## src/rtl/counter_sched.sv

```systemverilog
// Round-robin owner of one shared 5-bit loadable counter; loads the owner's start value and pulses done on 5'h1F.
// Optional feature: define COUNTER_SCHED_ABORT_EN to let an owner cancel its interval by dropping req.
module counter_sched #(
  parameter int NREQ  = 4,
  parameter int PTR_W = 2
) (
  input  logic                 clk,
  input  logic                 rst,
  input  logic [NREQ-1:0]      req,
  input  logic [5*NREQ-1:0]    start_val,
  input  logic [4:0]           cnt_value,
  output logic                 cnt_load,
  output logic [4:0]           cnt_data,
  output logic [NREQ-1:0]      grant,
  output logic [NREQ-1:0]      done,
  output logic                 busy
);

  localparam logic [1:0] S_IDLE = 2'd0;
  localparam logic [1:0] S_LOAD = 2'd1;
  localparam logic [1:0] S_RUN  = 2'd2;
  localparam logic [1:0] S_DONE = 2'd3;

  logic [1:0]       state;
  logic [PTR_W-1:0] owner;
  logic [PTR_W-1:0] last;

  logic             found;
  logic [PTR_W-1:0] win;
  logic [PTR_W:0]   idx;
  logic [4:0]       win_start;
  logic [NREQ-1:0]  win_oh;
  logic             abort;

  // Circular search starting just after the previous owner; one extra bit absorbs the wrap.
  always_comb begin
    found = 1'b0;
    win   = '0;
    idx   = '0;
    for (int k = 1; k <= NREQ; k++) begin
      idx = {1'b0, last} + (PTR_W+1)'(k);
      if (idx >= (PTR_W+1)'(NREQ))
        idx = idx - (PTR_W+1)'(NREQ);
      if (!found && req[idx[PTR_W-1:0]]) begin
        found = 1'b1;
        win   = idx[PTR_W-1:0];
      end
    end
  end

  always_comb begin
    win_start = '0;
    win_oh    = '0;
    for (int i = 0; i < NREQ; i++) begin
      if (win == PTR_W'(i)) begin
        win_start = start_val[5*i +: 5];
        win_oh[i] = 1'b1;
      end
    end
  end

`ifdef COUNTER_SCHED_ABORT_EN
  assign abort = ~req[owner];
`else
  assign abort = 1'b0;
`endif

  always_ff @(posedge clk) begin
    if (rst) begin
      state    <= S_IDLE;
      owner    <= '0;
      last     <= PTR_W'(NREQ-1);
      cnt_load <= 1'b0;
      cnt_data <= 5'h00;
      grant    <= '0;
      done     <= '0;
      busy     <= 1'b0;
    end else begin
      case (state)
        S_IDLE: begin
          if (found) begin
            owner    <= win;
            last     <= win;
            cnt_data <= win_start;
            cnt_load <= 1'b1;
            grant    <= win_oh;
            busy     <= 1'b1;
            state    <= S_LOAD;
          end
        end
        S_LOAD: begin
          cnt_load <= 1'b0;
          if (abort) begin
            grant <= '0;
            busy  <= 1'b0;
            state <= S_IDLE;
          end else begin
            state <= S_RUN;
          end
        end
        S_RUN: begin
          // A cancelled interval never reports done, even on the roll-over cycle.
          if (abort) begin
            grant <= '0;
            busy  <= 1'b0;
            state <= S_IDLE;
          end else if (cnt_value == 5'h1F) begin
            done        <= '0;
            done[owner] <= 1'b1;
            state       <= S_DONE;
          end
        end
        S_DONE: begin
          grant <= '0;
          done  <= '0;
          busy  <= 1'b0;
          state <= S_IDLE;
        end
        default: state <= S_IDLE;
      endcase
    end
  end

endmodule

```

## config.mk

```make
export PLATFORM = sky130hd
export DESIGN_NAME = counter_sched
export DESIGN_NICKNAME = d
export VERILOG_FILES = /design/src/rtl/counter_sched.sv
export SDC_FILE = /design/constraint.sdc
export NUM_CORES = 1
export LEC_CHECK = 0
export BUFFER_PORTS_ARGS = -buffer_cell sky130_fd_sc_hd__buf_2
export CORE_ASPECT_RATIO = 0.9
export CORE_MARGIN = 5
export CORE_UTILIZATION = 47
export DETAILED_ROUTE_END_ITERATION = 6
export PLACE_DENSITY = 0.86
export SKIP_LAST_GASP = 1
export SYNTH_ARGS = -nofsm -noshare
export SYNTH_HDL_FRONTEND = slang
export SYNTH_SLANG_ARGS = --single-unit
```

## constraint.sdc

```tcl
create_clock -name clk -period 2.2 [get_ports clk]
set_input_delay 0.44 -clock clk [delete_from_list [all_inputs] [get_ports clk]]
set_output_delay 0.44 -clock clk [all_outputs]
set_load 0.02 [all_outputs]
```

# Word level (Yosys, flattened, before mapping)
# Cells that the tools add are included.
dict set report classes {
  addsub 8
  n_mul 0
  n_div 0
  magnitude_cmp 10
  eq_ne 9
  shifts 0
  muxes 40
  bitwise_logic 1
  n_reduce_logical 17
}
# cell count
set ops {}
lappend ops {{2-to-1 mux 2 bit} 10}
lappend ops {{2-to-1 mux 5 bit} 4}
lappend ops {{case mux 4 bit (2 select lines)} 2}
lappend ops {{less-than comparator 2 x 3 -> 1 bit (second input constant)} 5}
lappend ops {{2-to-1 mux 1 bit} 14}
lappend ops {{greater-or-equal comparator 3 bit (second input constant)} 4}
lappend ops {{AND reduction 2 bit} 5}
lappend ops {{binary-select mux 1 bit (select 2 bit)} 4}
lappend ops {{equality test 2 bit (second input constant)} 4}
lappend ops {{2-to-1 mux 4 bit} 2}
lappend ops {{case mux 2 bit (4 select lines)} 1}
lappend ops {{subtractor 2 x 1 -> 2 bit (second input constant)} 4}
lappend ops {{adder 2 x 2 -> 3 bit (second input constant)} 2}
lappend ops {{equality test 5 bit (second input constant)} 1}
lappend ops {{equality test 2 x 1 -> 1 bit (second input constant)} 2}
lappend ops {{logical AND 1 bit} 4}
lappend ops {{logical NOT 2 bit} 2}
lappend ops {{!= test 2 bit (second input constant)} 2}
lappend ops {{case mux 1 bit (2 select lines)} 2}
lappend ops {{nonzero test 2 bit} 2}
lappend ops {{adder 2 x 1 -> 3 bit (second input constant)} 1}
lappend ops {{adder 2 x 3 -> 3 bit (second input constant)} 1}
lappend ops {{logical NOT 1 bit} 3}
lappend ops {{demux 1 bit (select 2 bit)} 1}
lappend ops {{3 further kinds} 3}
dict set report totals {
  ff_bits 21
  latchBits 0
  mem_bits_rw 0
  rom_bits 0
  input_bits 31
  out_inout_bits 15
  mem_count 0
}

# Logic depth before layout (Yosys ltp)
dict set report depth {
  depth_word 20
  depth_mapped 7
  mapped_depth_nobuf 6
}

# Worst setup path before layout
# Ideal clock, no wire load.
dict set report synth_path {
  path_kind {register to register}
  startpoint {register state[0]}
  endpoint {register done[2]}
  t_arrival_ps 1549
  path_slack_ps 580
  stages_incl_launch_ff 6
  path_buffers 0
  cell_sequence {dfxtp_1 inv_1 ha_1 mux2_4 or4b_1 a21oi_1}
}
dict set report synth_via {
  elab_chain_cells 3
  elab_cells_between_ends 6
  cone_classes {3 x eq/ne; 1 x mux; 2 x reduce/logical}
}
# item line_no
set synth_rtl {}
lappend synth_rtl {{start: declaration} 24} ;# logic [1:0] state;
lappend synth_rtl {{start signal: assignment} 70} ;# state <= S_IDLE;
lappend synth_rtl {{start signal: assignment} 88} ;# state <= S_LOAD;
lappend synth_rtl {{start signal: assignment} 96} ;# state <= S_IDLE;
lappend synth_rtl {{equality test 2 bit} 79} ;# case (state)
lappend synth_rtl {{!= test 2 bit (no source line) / nonzero test 2 bit (equally long branches)} -}
lappend synth_rtl {{AND reduction 2 bit (no source line)} -}
lappend synth_rtl {{end signal: assignment} 76} ;# done <= '0;
lappend synth_rtl {{end signal: assignment} 108} ;# done <= '0;
lappend synth_rtl {{end signal: indexed assignment} 109} ;# done[owner] <= 1'b1;
lappend synth_rtl {{end: declaration} 15} ;# output logic [NREQ-1:0] done,
# Several ways; a longest one is shown, not always the timed one.
# A chain may end at the register's enable or synchronous reset.

# Final worst setup path
dict set report layout_path {
  startpoint {register last[1]}
  endpoint {register cnt_data[3]}
}
dict set report layout_via {
  elab_chain_cells 20
  elab_cells_between_ends 47
  cone_classes {8 x add/sub; 4 x order compare; 3 x eq/ne; 24 x mux; 8 x reduce/logical}
}
# item line_no
set layout_rtl {}
lappend layout_rtl {{start: declaration} 26} ;# logic [PTR_W-1:0] last;
lappend layout_rtl {{start signal: assignment} 72} ;# last <= PTR_W'(NREQ-1);
lappend layout_rtl {{start signal: assignment} 83} ;# last <= win;
lappend layout_rtl {{adder 2 x 1 -> 3 bit} 41} ;# idx = {1'b0, last} + (PTR_W+1)'(k);
lappend layout_rtl {{greater-or-equal comparator 3 bit / subtractor 2 x 1 -> 2 bit (equally long branches)} {42, 43}}
lappend layout_rtl {{2-to-1 mux 2 bit} 42} ;# if (idx >= (PTR_W+1)'(NREQ))
lappend layout_rtl {{binary-select mux 1 bit (select 2 bit)} 44} ;# if (!found && req[idx[PTR_W-1:0]]) begin
lappend layout_rtl {{2-to-1 mux 1 bit (implied by the code)} 44}
lappend layout_rtl {{2-to-1 mux 1 bit} 44}
lappend layout_rtl {{logical NOT 1 bit} 44}
lappend layout_rtl {{logical AND 1 bit} 44}
lappend layout_rtl {{2-to-1 mux 1 bit} 44}
lappend layout_rtl {{logical NOT 1 bit} 44}
lappend layout_rtl {{logical AND 1 bit} 44}
lappend layout_rtl {{2-to-1 mux 1 bit} 44}
lappend layout_rtl {{logical NOT 1 bit} 44}
lappend layout_rtl {{logical AND 1 bit} 44}
lappend layout_rtl {{2-to-1 mux 2 bit} 44}
lappend layout_rtl {{logical NOT 2 bit} 55} ;# if (win == PTR_W'(i)) begin
lappend layout_rtl {{2-to-1 mux 5 bit (4 in a row)} 55}
lappend layout_rtl {{end signal: assignment} 84} ;# cnt_data <= win_start;
lappend layout_rtl {{end: declaration} 13} ;# output logic [4:0] cnt_data,
# Several ways; a longest one is shown, not always the timed one. The select of a mux whose other input is x is not followed.

==> results.py <==
metrics = {
    "run_status": {
        "outcome": "finished clean",
    },
    "clock_network": {
        "cts_buffer_depth": 2,
        "numCtsBuffers": 3,
        "cts_root_buffer": "clkbuf_4",
        "clk_pin_slew_worst_paths_ns": 0.11,
        "cts_setup_buffers": 0,
        "worstSkewPairLatency_ns": 0.30,
        "clkSinkCount": 21,
        "cts_hold_buf": 0,
        "htree_levels": 1,
        "cts_tree": "built",
        "cts_resized": 0,
    },
    "sta": {
        "rsz0062_at_grt": "false",
        "maxSlewHeadroom_pct": 60.12,
        "hold_viol": 0,
        "finalMaxSlewViolations": 0,
        "fmax_mhz": 553.0,
        "setup_viol": 0,
        "tns_ns": 0,
        "setup_slack_ns": 0.3916,
        "min_period_ns": 1.808,
        "finClkSkew_ns": 0.006852,
        "period_share_pct": 82.20,
        "max_slew.worst_pin.slew_ns": 0.5981,
    },
    "floorplan": {
        "ioPinCount": 46,
        "core_sq_um": 2222,
        "std_cell_rows": 16,
        "die_h_microns": 56.15,
        "die-area_sq_um": 3441,
        "start_util_pct": 50.06,
        "dieWidth_microns": 61.28,
    },
    "pwr": {
        "p_leak_nw": 0.6401,
        "power_density_nw_per_um2": 1192,
        "p_int_w": 0.0009217,
        "pwr-share-comb_pct": 51.5,
        "total_power_w": 0.001643,
        "vdd_ir_drop_max_uv": 914.2,
        "p_sw_w": 0.0007216,
        "p_clk_share_pct": 11.1,
        "netSwitchingFraction_pct": 43.91,
        "pwr-share-seq_pct": 37.4,
    },
    "drt": {
        "drc": 0,
        "vias": 1066,
        "drt_iter0_markers": 26,
        "routedWlPerCell_microns": 14.37,
        "antenna_left": 0,
        "routed_wl_microns": 2788,
        "via_per_inst": 5.495,
        "drt-pass1-iter-count": 4,
    },
    "synthesis": {
        "syn_area_sq_um": 1112,
        "synth-compound-area-share_pct": 16.42,
        "synthSimpleGateAreaFrac_pct": 25.76,
        "synth_top_family_by_area": "simple AND/OR/NAND/NOR gates",
        "synth-xor-area-share_pct": 0,
        "synth-seq-cells": 21,
        "ys_warn_count": 0,
        "synth_cell_types": 33,
        "ys_seq_area_share_pct": 37.80,
        "async_flop_share_pct": 0,
        "syn_nets": 156,
        "synth_mux_area_share_pct": 12.15,
        "synthAdderAreaFrac_pct": 4.499,
        "synth.avg_cell_area_sq_um": 9.193,
        "synth_flop_cell": "dfxtp_1",
        "netlist_instances": 121,
        "synth-edff-count": 0,
    },
    "place": {
        "dp_hpwl_microns": 2241,
        "dp_slack_ns": 0.1988,
        "io_buffers": 45,
        "gp_congestion": 0.7011,
        "dp.cells": 190,
    },
    "worst_setup_path": {
        "r2r_cells": 5,
        "path_depth": 5,
        "max_stage_delay_ns": 0.49,
        "end_kind": "register",
        "crit_type": "reg -> reg",
        "crit_arrival_ns": 1.98,
        "crit_slowest_cell": "o221ai_4",
        "path_cells": "nand2b_1 -> a21oi_2 -> o221ai_4 -> mux2i_1 -> o221ai_1",
        "critPathBufInv": 0,
        "cp-start-kind": "register",
        "crit_family": "compound AO/OA/AOI/OAI gates",
        "critPathMaxFanout": 15,
        "critPathRequiredTime_ns": 2.37,
    },
    "layout": {
        "fin_util_pct": 62.05,
        "instances_no_fill": 194,
        "antenna_cells": 0,
        "area_growth_pct": 23.96,
        "fin_nets": 203,
        "layout-drive-gt1-share_pct": 32.34,
    },
    "hold_path": {
        "hold_depth": 3,
        "min_path_type": "in -> reg",
    },
    "grt": {
        "grt-ovfl-total": 0,
        "use_met1_pct": 19.50,
        "grt_pass1_wl_microns": 4567,
        "use_met3_pct": 3.016,
        "busiest_layer": "met2",
        "antenna_found_initial": 0,
        "track_usage_pct": 17.31,
        "grt_pass1_vias": 1050,
        "gr-usage-met2_pct": 29.91,
        "grt_max_degree": 24,
    },
    "job": {
        "maxCapViolCount": 0,
    },
}
[worst min-delay path: stages]
cell      delay, ns
buf_2          0.07
mux2i_1        0.06
o221ai_1       0.15
[Yosys cell counts, drive strengths merged (2+ instances only)]
library cell	n	area, sq um
nor2b	4	25.02
nand3	3	15.01
buf	2	18.77
nand3b	7	52.55
nor2	11	41.29
inv	3	11.26
a21oi	13	68.82
nor3	2	10.01
or4b	2	20.02
clkbuf	2	7.510
nand2	11	41.29
mux2i	12	120.1
o221ai	6	70.07
dfxtp	21	420.4
nand2b	4	25.02
ha	4	50.05
[flip-flops by register name (all words and copies together), names as in the netlist]
name	cells
grant	4
busy	1
state	2
last	2
cnt_data	5
done	4
owner	2
cnt_load	1
[per-stage QoR]
| stage | hold slack (ns) | instance area, sq um |
|---|---|---|
| 2_1_floorplan | 0.4910 | 1112 |
| 3_3_place_gp | 0.4392 | 1353 |
| 3_5_place_dp | 0.4440 | 1353 |
| 4_1_cts | 0.4480 | 1379 |
| 5_1_grt | 0.4578 | 1379 |
| 6_report | 0.4523 | 1379 |
[path summary, 6_finish.rpt]
check,slack (ns),endpoint,from
max,0.39,cnt_data[3],last[1]
min,0.45,cnt_data[4],start_val[4]
max reg2reg,0.39,cnt_data[3],last[1]
min reg2reg,0.46,done[0],done[0]
[routing by layer]
metal  wire length [microns]  share of wire (%)
met5                       0                  0
met3                     106                3.8
met2                    1451                 52
met4                      68                2.4
met1                    1161                 42
[power groups by stage]
stage                     clock (W)  combinational, W  sequential (W)
after floorplan                   0          0.000518        0.000706
after global placement            0          0.000806        0.000609
after detailed placement          0          0.000847        0.000621
after CTS                  0.000189          0.000849        0.000612
after global routing       0.000199          0.000930        0.000635
final                      0.000182          0.000847        0.000615
[cells in the final DEF, fill, tap and decap left out]
master | synthesis | layout
inv_1 | 3 | 3
a21boi_0 | 1 | 1
mux2_4 | 1 | 1
buf_4 | 1 | 1
nand3b_1 | 7 | 7
or4b_1 | 2 | 2
a21oi_2 | 1 | 1
clkbuf_4 | 0 | 3
nor3_1 | 2 | 2
ha_1 | 4 | 4
or3_1 | 1 | 1
clkbuf_1 | 2 | 1
o221ai_1 | 5 | 5
or4_1 | 1 | 1
nand2_1 | 11 | 11
mux2i_1 | 12 | 12
a211o_1 | 1 | 1
nor2b_1 | 4 | 4
and3b_1 | 1 | 1
nor2_1 | 11 | 11
a211oi_1 | 1 | 1
dfxtp_1 | 21 | 21
o21bai_1 | 1 | 1
a21oi_1 | 12 | 12
nand2b_1 | 4 | 4
buf_2 | 0 | 45
nor4_1 | 1 | 1
nand4b_1 | 1 | 1
and3_1 | 1 | 1
nand3_1 | 3 | 3
and2_1 | 1 | 1
or2_2 | 1 | 1
o31ai_2 | 1 | 1
o221ai_4 | 1 | 1
[area by class of cell]
type | instances | area [sq um]
clock buffer | 4 | 26.28
fill | 192 | 843.3
inverter | 3 | 11.26
multi-input combinational | 93 | 654.4
sequential | 21 | 420.4
tap | 27 | 33.78
timing repair buffer | 46 | 232.7
[cell families after synthesis]
logic type               after synthesis
AND/OR/NAND/NOR                       52
AO/OA/AOI/OAI                         24
buffers and inverters                  7
multiplexers                          13
adder cells (fa/ha/maj)                4
flip-flops                            21
(Power assumes the default switching activity.)
